--- src/rtl/syscon_pkg.sv ---
// rtl/syscon_pkg.sv - shared syscon types and default constants
package syscon_pkg;

    typedef enum logic [1:0] {
        OFF     = 2'd0,
        STARTUP = 2'd1,
        RUN     = 2'd2
    } clkdiv_state_t;

    localparam int SYSCON_DIV_RESET      = 7;
    localparam int SYSCON_STARTUP_CYCLES = 64;

endpackage

--- src/rtl/syscon_clkdiv_if.sv ---
// rtl/syscon_clkdiv_if.sv - control/status bundle of the clock-enable generator
interface syscon_clkdiv_if #(
    parameter int CHANNELS = 2,
    parameter int DIV_W    = 16
);
    logic                      pu;
    logic                      en;
    logic [CHANNELS*DIV_W-1:0] div_i;
    logic [CHANNELS-1:0]       div_load;
    logic                      ready;
    logic [CHANNELS-1:0]       tick;
    logic [CHANNELS-1:0]       phase;

    modport master (
        output pu, en, div_i, div_load,
        input  ready, tick, phase
    );

    modport slave (
        input  pu, en, div_i, div_load,
        output ready, tick, phase
    );
endinterface

--- src/rtl/syscon_clkdiv_chan.sv ---
// rtl/syscon_clkdiv_chan.sv - one divider channel with double-buffered divide value
module syscon_clkdiv_chan #(
    parameter int DIV_W     = 16,
    parameter int DIV_RESET = 7
) (
    input  logic             clk,
    input  logic             rst,
    input  logic             run,
    input  logic             en,
    input  logic [DIV_W-1:0] div_i,
    input  logic             div_load,
    output logic             tick,
    output logic             phase
);
    logic [DIV_W-1:0] div_q;
    logic [DIV_W-1:0] pend_q;
    logic             pend_v;
    logic [DIV_W-1:0] cnt;

    always_ff @(posedge clk) begin
        if (rst) begin
            div_q  <= DIV_W'(DIV_RESET);
            pend_q <= '0;
            pend_v <= 1'b0;
            cnt    <= '0;
            tick   <= 1'b0;
            phase  <= 1'b0;
        end else begin
            tick <= 1'b0;
            if (!run) begin
                cnt <= '0;
                if (pend_v) begin
                    div_q  <= pend_q;
                    pend_v <= 1'b0;
                end
            end else if (en) begin
                if (cnt == div_q) begin
                    tick  <= 1'b1;
                    phase <= ~phase;
                    cnt   <= '0;
                    if (pend_v) begin
                        div_q  <= pend_q;
                        pend_v <= 1'b0;
                    end
                end else begin
                    cnt <= cnt + 1'b1;
                end
            end
            // A load in the same cycle as a boundary stays pending for the next one.
            if (div_load) begin
                pend_q <= div_i;
                pend_v <= 1'b1;
            end
        end
    end
endmodule

--- src/rtl/syscon_clkdiv.sv ---
// rtl/syscon_clkdiv.sv - oscillator power-up FSM plus CHANNELS tick/phase dividers
module syscon_clkdiv
    import syscon_pkg::*;
#(
    parameter int CHANNELS       = 2,
    parameter int DIV_W          = 16,
    parameter int DIV_RESET      = SYSCON_DIV_RESET,
    parameter int STARTUP_CYCLES = SYSCON_STARTUP_CYCLES
) (
    input  logic           clk,
    input  logic           rst,
    syscon_clkdiv_if.slave bus
);
    localparam int SW = $clog2(STARTUP_CYCLES + 1);

    clkdiv_state_t       state_q, state_d;
    logic [SW-1:0]       scnt_q;
    logic                run;
    logic [CHANNELS-1:0] tick_w;
    logic [CHANNELS-1:0] phase_w;

    always_ff @(posedge clk) begin
        if (rst) begin
            state_q <= OFF;
        end else begin
            state_q <= state_d;
        end
    end

    always_comb begin
        state_d = state_q;
        case (state_q)
            OFF:     if (bus.pu) state_d = STARTUP;
            STARTUP: if (scnt_q == SW'(STARTUP_CYCLES - 1)) state_d = RUN;
            RUN:     state_d = RUN;
            default: state_d = OFF;
        endcase
        if (!bus.pu) begin
            state_d = OFF;
        end
    end

    // Held at zero outside STARTUP so every entry starts counting from 0.
    always_ff @(posedge clk) begin
        if (rst || state_q != STARTUP) begin
            scnt_q <= '0;
        end else begin
            scnt_q <= scnt_q + 1'b1;
        end
    end

    // Qualified with pu so the edge that drops RUN already suppresses ticks.
    assign run       = (state_q == RUN) && bus.pu;
    assign bus.ready = (state_q == RUN);
    assign bus.tick  = tick_w;
    assign bus.phase = phase_w;

    for (genvar g = 0; g < CHANNELS; g++) begin : g_chan
        syscon_clkdiv_chan #(
            .DIV_W     (DIV_W),
            .DIV_RESET (DIV_RESET)
        ) u_chan (
            .clk      (clk),
            .rst      (rst),
            .run      (run),
            .en       (bus.en),
            .div_i    (bus.div_i[g*DIV_W +: DIV_W]),
            .div_load (bus.div_load[g]),
            .tick     (tick_w[g]),
            .phase    (phase_w[g])
        );
    end
endmodule
--- src/flat_wrapper.sv ---
// flat-port wrapper written by rule: the top's interface ports become plain ports
module syscon_clkdiv_flat import syscon_pkg::*;
#(
    parameter int CHANNELS       = 2,
    parameter int DIV_W          = 16,
    parameter int DIV_RESET      = SYSCON_DIV_RESET,
    parameter int STARTUP_CYCLES = SYSCON_STARTUP_CYCLES
)
  (clk, rst, bus_pu, bus_en, bus_div_i, bus_div_load, bus_ready, bus_tick, bus_phase);
  syscon_clkdiv_if #(.CHANNELS(CHANNELS), .DIV_W(DIV_W)) bus_i ();
  input  logic clk;
  input  logic rst;
  input wire logic [$bits(bus_i.pu)-1:0] bus_pu;
  input wire logic [$bits(bus_i.en)-1:0] bus_en;
  input wire logic [$bits(bus_i.div_i)-1:0] bus_div_i;
  input wire logic [$bits(bus_i.div_load)-1:0] bus_div_load;
  output wire logic [$bits(bus_i.ready)-1:0] bus_ready;
  output wire logic [$bits(bus_i.tick)-1:0] bus_tick;
  output wire logic [$bits(bus_i.phase)-1:0] bus_phase;
  assign bus_i.pu = bus_pu;
  assign bus_i.en = bus_en;
  assign bus_i.div_i = bus_div_i;
  assign bus_i.div_load = bus_div_load;
  assign bus_ready = bus_i.ready;
  assign bus_tick = bus_i.tick;
  assign bus_phase = bus_i.phase;
  syscon_clkdiv #(.CHANNELS(CHANNELS), .DIV_W(DIV_W), .DIV_RESET(DIV_RESET), .STARTUP_CYCLES(STARTUP_CYCLES)) u_core (.clk(clk), .rst(rst), .bus(bus_i));
endmodule
--- config.mk ---
export PLATFORM = sky130hd
export DESIGN_NAME = syscon_clkdiv_flat
export DESIGN_NICKNAME = d
export VERILOG_FILES = /design/src/rtl/syscon_pkg.sv /design/src/rtl/syscon_clkdiv_if.sv /design/src/rtl/syscon_clkdiv_chan.sv /design/src/rtl/syscon_clkdiv.sv /design/src/flat_wrapper.sv
export SDC_FILE = /design/constraint.sdc
export NUM_CORES = 1
export LEC_CHECK = 0
export BUFFER_PORTS_ARGS = -buffer_cell sky130_fd_sc_hd__buf_2
export CAP_MARGIN = 20
export CORE_MARGIN = 2
export CORE_UTILIZATION = 50
export DETAILED_ROUTE_END_ITERATION = 12
export PLACE_DENSITY = 0.77
export SETUP_SLACK_MARGIN = 0.1
export SYNTH_ARGS = -nofsm -noshare
export SYNTH_HDL_FRONTEND = slang
export SYNTH_SLANG_ARGS = --single-unit
--- constraint.sdc ---
create_clock -name clk -period 5.55 [get_ports clk]
set_input_delay 0.2775 -clock clk [delete_from_list [all_inputs] [get_ports clk]]
set_output_delay 0.2775 -clock clk [all_outputs]
set_load 0.005 [all_outputs]
### Word level (Yosys, flattened, before mapping)

Cells that the tools add are included.

* flip-flop bits (word level): 111
* latch bits: 0
* memory bits (writable): 0
* ROM bits: 0
* input bits: 38
* output and inout bits: 5
* logic and storage cells: 70
* memories: 0

* add/subtract/negate cells: 3
* multiply operators: 0
* div/mod/pow operators: 0
* $lt $le $gt $ge: 0
* eq/ne operators: 14
* shift-type cells: 0
* mux-type cells: 22
* bitwise logic cells: 5
* reductions and logical operators: 12

Operators by type and width (count)
* $mux W16: 10
* $add A16 B1 Y16 const B: 2
* $eq A16 B16 Y1: 2
* $mux W1: 10
* $ne A3 B3 Y1 const B: 3
* $reduce_and A2 Y1: 4
* $add A7 B1 Y7 const B: 1
* $eq A7 B6 Y1 const B: 1
* $ne A2 B1 Y1 const B: 3
* $pmux W2 S3: 1
* $reduce_and A3 Y1: 2
* $not A1 Y1: 5
* $ne A2 B2 Y1 const B: 2
* $reduce_or A2 Y1: 2
* $ne A3 B2 Y1 const B: 1
* $reduce_or A3 Y1: 1
* $eq A2 B1 Y1 const B: 1
* $eq A2 B2 Y1 const B: 1
* $logic_not A2 Y1: 1
* $mux W2: 1
* $logic_and A1 B1 Y1: 1
* $logic_or A1 B1 Y1: 1

### Logic depth before layout (Yosys ltp)

Gate-level depths: netlist (run 1).

* depth after elaboration: 5
* gate-level depth with buffers: 8
* depth with buffers taken out: 7

### Cells and area by module

From an unflattened synthesis (run 1), not the netlist that was laid out.

* cells, all modules: 458
* area, all modules: 4594.4 µm²

Modules (own cells, without submodules)
* syscon_clkdiv_chan: instances 2, cells each 207, area an instance 2094.5 µm², seq. area each 1021.0 µm²
* syscon_clkdiv: instances 1, cells each 44, area an instance 405.4 µm², seq. area each 180.2 µm²

### Least setup slack after synthesis (run 1)

OpenSTA, ideal clock, no wires.

* path type: register -> register
* start: register u_core.g_chan[0].u_chan.cnt[1]
* end: register u_core.g_chan[0].u_chan.div_q[10]
* library setup time: 0.122 ns
* data arrival time: 1.674 ns
* data required time: 5.428 ns
* slack: 3.754 ns
* cell stages (with the launch flop): 7
* buffers on the path: 1
* period minus slack after synthesis: 1.796 ns
* path through: dfxtp_1 > xor2_1 > nor4_2 > and4_1 > a21oi_2 > buf_6 > a221o_1

* cells in the longest elaborated chain, start to end: 3

Ends and longest elaborated chain
* from (decl): RTL line syscon_clkdiv_chan.sv:18 `logic [DIV_W-1:0] cnt;`
* from (signal assigned): RTL line syscon_clkdiv_chan.sv:46 `cnt <= cnt + 1'b1;`
* $eq A16 B16 Y1: RTL line syscon_clkdiv_chan.sv:37 `if (cnt == div_q) begin`
* $ne A2 B1 Y1 (no line)
* $reduce_and A2 Y1 (no line)
* to (signal assigned): RTL line syscon_clkdiv_chan.sv:22 `div_q <= DIV_W'(DIV_RESET);`
* to (signal assigned): RTL line syscon_clkdiv_chan.sv:33 `div_q <= pend_q;`
* to (signal assigned): RTL line syscon_clkdiv_chan.sv:42 `div_q <= pend_q;`
* to (decl): RTL line syscon_clkdiv_chan.sv:15 `logic [DIV_W-1:0] div_q;`

Every way passes these cells.
A chain may end at the register's enable or synchronous reset.

### Worst setup path after layout (run 1)

* start: register u_core.state_q[0]
* end: register u_core.g_chan[0].u_chan.div_q[0]

* cells in the longest elaborated chain, start to end: 4
* elaborated cells on any way between the ends: 6
* those cells by class: eq/ne: 3; mux: 1; reduce/logical: 2

Ends and longest elaborated chain
* from (decl): RTL line syscon_clkdiv.sv:16 `clkdiv_state_t state_q, state_d;`
* from (signal assigned): RTL line syscon_clkdiv.sv:26 `state_q <= state_d;`
* $eq A2 B2 Y1 (*): RTL line syscon_clkdiv.sv:53 `assign run = (state_q == RUN) && bus.pu;`
* $logic_and A1 B1 Y1 (*): RTL line syscon_clkdiv.sv:53
* $ne A2 B1 Y1 (no line) or $ne A2 B2 Y1 (tied branches)
* $reduce_and A2 Y1 (no line)

Mark *: on every way between the ends. The rest lies on a longest branch, timed or not.

==> metrics, run 1 <==
status=completed; final worst setup slack=3.06 ns; Synthesized Nets=601; setup_tns=0 ns; cts hold-fix bufs=0; Flop pwr share=59.9%; Final Cell Area=about 5600 sq um; Final Skew=roughly 0.009 ns; Async S/R FF share, synth=0%; Max VDD drop=135 uV; clock latency on the worst-skew pair=approximately 0.37 ns; slowest stage delay, CP=0.41 ns; Routed Antenna Nets=0; r2r setup slk=3.06 ns; Int Power=1.08 mW; vias post-DR=4049; Remaining DRCs=0; Initial DRT Pass Iterations=5; Synth Register Bits=111; Port Buffers=42; synthesized area=5150 sq um; synth warn=0; Sw Ratio=between 20% and 30%; vias in the first global route=~3800; CP bufs+invs=2; min Tclk post-route=2.49 ns; worst setup path category=reg2reg; # resized after CTS=0; clock slew at reported path FFs=0.09 ns; Avg Cell Area, Syn=approximately 9.2 sq um; Worst setup EP type=flip-flop; most common cell in the synthesized netlist=dfxtp_1; Tot GR Track Use=20.2%; Finish-stage setup viols=0; Slew headroom=31.8%; ranking of synthesized cells by area=dfxtp_1 (43%), xor2_1 (9.2%), mux2i_1 (7.0%); number of buffers inserted during clock tree synthesis=9; cell taking the most area after synthesis=dfxtp_1; worst-path fanout max=19; Combinational Power Share=roughly 7.4%; pre-CTS setup slack=between 2 and 3 ns; nets@finish=a little over 600; Starting Density=about half; Commonest cells post-synth=dfxtp_1 (111), nor2_1 (81), xor2_1 (54); Switching Power=0.336 mW; Slew @ Worst Pin=a little over 1 ns; core area=10100 sq um; initial antenna violation count=0; Post-Synthesis Cells=~560; Max Clk Rate=approximately 400 MHz; crit start category=flip-flop; io pins=43; critical path's slowest cell=nand2_1; Critical Path RT=roughly 5.8 ns; area grow syn2layout=8.26%; non-filler cells, final=approximately 710; DIE HEIGHT=around 110 um; CP Cell Sequence=inv_1 > ha_1 > nand2_1 > buf_8 > nor2_1 > o21ai_2 > o221a_1; first-pass GRT wire length=between 15000 and 20000 um; number of synthesized flops with an enable pin=0; leakage=about 2.3 nW; Seq/Total Area, Yosys=a little over two fifths; Clock power frac=around 33%; main flop type after synthesis=dfxtp_1; Final Cycle Share=44.9%; Slew Limit Fails=0; HPWL Detailed=~7500 um; placed cells=699; Clock Sinks=roughly 110; RD Place Congestion=approximately 0.84; ant diodes=0; delay-heaviest family, CP=simple AND/OR/NAND/NOR gates; Post-CTS Setup Bufs=0; pin count of the biggest net entering global routing=between 60 and 70; max-cap violations=0; dpl cell area=about 5400 sq um; die area=around 11000 sq um; clk buf depth=2; WL final=between 10000 and 15000 um; Root Buffer=clkbuf_8; cell area power density=254 nW/um^2; DR iter-0 viols=275; Hold/Removal Path Class=in2reg; worst hold slack=between 0.1 and 0.15 ns; Tot Pwr=~1.4 mW; RSZ-0062 raised after global routing=false; unique cell type count in the Yosys netlist=40; count of final hold-check violations=0; grt total ovfl=0; Final Util=a little over half; Worst EP arrival=approximately 2.8 ns; share of the synthesized area in the top cell type=43.2%; Vias per Instance=roughly 5.7; die boundary width=105 um; filler instances=between 800 and 900; H-tree levels=3; Routed wire per std cell=between 15 and 20 um; Site Rows=37; CTS tree=built; share of layout cells above drive strength 1=11.4%
worst register-to-register path, cell delays in order (launching register included):
cell and delay [ns]:
dfxtp_1 0.34, inv_1 0.08, ha_1 0.19, nand2_1 0.41, buf_8 0.33, nor2_1 0.35, o21ai_2 0.35, o221a_1 0.34
flip-flops by register name, summed over array words and instances, names as in the netlist:
register                     count
u_core.g_chan.u_chan.cnt        32
u_core.g_chan.u_chan.div_q      32
u_core.g_chan.u_chan.pend_q     32
u_core.scnt_q                    7
u_core.g_chan.u_chan.pend_v      2
u_core.g_chan.u_chan.phase       2
u_core.g_chan.u_chan.tick        2
u_core.state_q                   2
cells by family after synthesis:
family	count (synthesis)	share of synthesized area (%)
adder cells (fa/ha/maj)	6	1.46
flip-flops	111	43.2
AO/OA/AOI/OAI	81	11.8
multiplexers	36	7.00
buffers and inverters	46	4.03
XOR/XNOR	66	11.2
AND/OR/NAND/NOR	211	21.4
routing by layer:
metal | global-route usage (%) | wire [um]
met1 | 28.4 | 5330
met2 | 30.8 | 4900
met3 | 3.59 | 441
met4 | 7.62 | 160
met5 | 0 | 0
layout make-up:
class,instances,area (sq um),share of cell area (%)
Multi-Input combinational cell,400,2720,48.8
Timing Repair Buffer,45,253,4.53
Inverter,10,37.5,0.673
Tap cell,136,170,3.05
Clock inverter,2,35.0,0.629
Sequential cell,111,2220,39.9
Clock buffer,10,138,2.47
power groups by stage:
stage | clock network, mW | registers [mW] | logic, mW
2_1_floorplan | 0 | 0.852 | 0.0846
3_3_place_gp | 0 | 0.864 | 0.0981
3_5_place_dp | 0 | 0.867 | 0.103
4_1_cts | 0.469 | 0.848 | 0.103
5_1_grt | 0.502 | 0.853 | 0.118
6_report | 0.464 | 0.849 | 0.105
final timing paths:
check | startpoint | end | cells past startpoint
worst max-delay path | u_core.state_q[0] | u_core.g_chan[0].u_chan.div_q[0] | 7
worst min-delay path | bus_div_i[20] | u_core.g_chan[1].u_chan.pend_q[4] | 3
worst max register to register | u_core.state_q[0] | u_core.g_chan[0].u_chan.div_q[0] | 7
worst min register to register | u_core.scnt_q[0] | u_core.scnt_q[0] | 1
placed cells by master (no fill, tap or decap), types with 7 or more instances in the layout:
master and instances:
a21oi_1 26, a221o_1 22, a31oi_1 7, and3_1 7
and4_1 10, buf_2 42, clkbuf_8 10, dfxtp_1 111
inv_1 10, mux2i_1 36, nand2_1 21, nand2b_1 22
nand3_1 36, nand4_1 11, nor2_1 81, xnor2_1 12
xor2_1 54
Power figures use the tool's default switching activity.
==> run 2: changes to the inputs <==
- clock period: 5.55 -> 2.3 ns (I/O delays scaled with it)
==> run 2 against run 1 <==
The run now ends with hold timing left. Non-clock buffer count grew 39. Cell count rose by 6.0%. Die area unchanged. Via count up 4.1%. Core utilization grew 3.8 points. Sequential share of layout area is 2.5 points lower. Power rose to 2.5 times the previous value. Sequential cell count is the same. Critical path type unchanged.
==> metrics, run 2 (synthesized netlist as in run 1, its figures left out) <==
status=complete, but fails checks; failing checks=hold timing; # resized after CTS=0; Critical Path RT=2.62 ns; DR iter-0 viols=183; Port Buffers=42; count of final hold-check violations=1; min Tclk post-route=about 2 ns; number of buffers inserted during clock tree synthesis=9; Routed wire per std cell=~15 um; DIE HEIGHT=around 110 um; cell area power density=between 500 and 600 nW/um^2; Remaining DRCs=0; Final Skew=0.00983 ns; Tot Pwr=3.55 mW; clock latency on the worst-skew pair=0.37 ns; core area=~10000 sq um; worst setup path category=reg2reg; ant diodes=0; io pins=43; pre-CTS setup slack=0.307 ns; area grow syn2layout=15.7%; Slew Limit Fails=0; critical path's slowest cell=and4_1; Starting Density=50.8%; RD Place Congestion=roughly 0.83; RSZ-0062 raised after global routing=false; clock slew at reported path FFs=about 0.10 ns; nets@finish=660; die boundary width=105 um; WL final=11200 um; CTS tree=built; cell mode on critical path=and4_1; pin count of the biggest net entering global routing=66; max-cap violations=0; setup_tns=0 ns; Tot GR Track Use=20.9%; share of layout cells above drive strength 1=roughly 13%; leakage=2.43 nW; Max Clk Rate=approximately 500 MHz; Final Cycle Share=around 88%; CP Cell Sequence=xor2_1 > nor4_2 > and4_1 > and4_1 > a221o_1; clk buf depth=2; Clock Sinks=111; filler instances=about 870; slowest stage delay, CP=around 0.49 ns; Max VDD drop=between 300 and 400 uV; Slew @ Worst Pin=a little under 0.7 ns; Routed Antenna Nets=0; vias post-DR=between 4000 and 5000; vias in the first global route=4013; Vias per Instance=5.57; grt total ovfl=0; HPWL Detailed=7640 um; Largest regs=u_core.g_chan.u_chan.cnt x32, u_core.g_chan.u_chan.div_q x32, u_core.g_chan.u_chan.pend_q x32; Finish-stage setup viols=0; Initial DRT Pass Iterations=5; Slew headroom=53.3%; initial antenna violation count=0; Worst EP arrival=2.34 ns; Post-CTS Setup Bufs=0; Hold/Removal Path Class=in2reg; worst hold slack=-0.00333 ns; most frequent cells in the layout=dfxtp_1 (111), nor2_1 (81), xor2_1 (54); final worst setup slack=0.278 ns; Root Buffer=clkbuf_8; die area=11100 sq um; first-pass GRT wire length=approximately 19000 um; Worst setup EP type=flip-flop; Site Rows=37; leading cell type in the layout, fill and taps excluded=dfxtp_1; crit start category=flip-flop; H-tree levels=3; worst-path fanout max=11
==> run 2: cell types whose count changed in the layout (fill, tap and decap cells not counted), sizes merged <==
cell         before  now
buf              45   54
clkinvlp          0    1
dlygate4sd3       0   30
inv              10   12
clkbuf           10   11
==> run 2: cell type report <==
cell class	instances	area, sq um	area share (%)
multi-input combinational	400	2720	45.7
clock inverter	5	63.8	1.07
clock buffer	11	141	2.37
timing repair buffer	84	601	10.1
inverter	10	37.5	0.630
tap	136	170	2.86
sequential	111	2220	37.3
==> run 2: metrics by stage <==
stage          instances  area, sq um  utilization [%]
2_1_floorplan        557         5150                -
3_3_place_gp         711         5450             53.7
3_5_place_dp         711         5450             53.7
4_1_cts              757         5950             58.7
5_1_grt              757         5950             58.7
6_report             757         5950             58.7
==> run 2: routing by layer <==
metal	up-vias	part of all wire (%)	global-route usage, %
met1	2019	49	29.7
li1	2092	-	-
met2	88	46	32.5
met5	-	0	0
met3	17	3.5	2.78
met4	0	1.8	7.71
==> run 2: timing repair <==
item,in CTS,in global routing
hold buffers,30,0
setup endpoints to repair,0,0
hold endpoints to repair,30,0
==> run 2: final timing paths <==
| kind | cells past startpoint | slack (ns) | start | to |
|---|---|---|---|---|
| setup / recovery | 5 | 0.28 | u_core.g_chan[0].u_chan.cnt[9] | u_core.g_chan[0].u_chan.div_q[5] |
| hold / removal | 3 | -0.003 | bus_div_i[8] | u_core.g_chan[0].u_chan.pend_q[8] |
| hold reg to reg | 1 | 0.45 | u_core.scnt_q[0] | u_core.scnt_q[0] |
| setup reg to reg | 5 | 0.28 | u_core.g_chan[0].u_chan.cnt[9] | u_core.g_chan[0].u_chan.div_q[5] |
==> run 2: power breakdown <==
part           leakage (nW)  switching, mW  internal [mW]
clock                 0.101          0.659          0.544
sequential            0.904         0.0554           1.98
combinational          1.42          0.156          0.159
total                  2.43          0.871           2.68
==> run 2: worst max-delay path, delay by kind of cell, from the launching register on <==
kind                      cells  cell delay (ns)
AOI/OAI and AO/OA             1             0.23
and+or+nand+nor               3             1.20
DFF                           1             0.36
xor gates and xnor gates      1             0.18
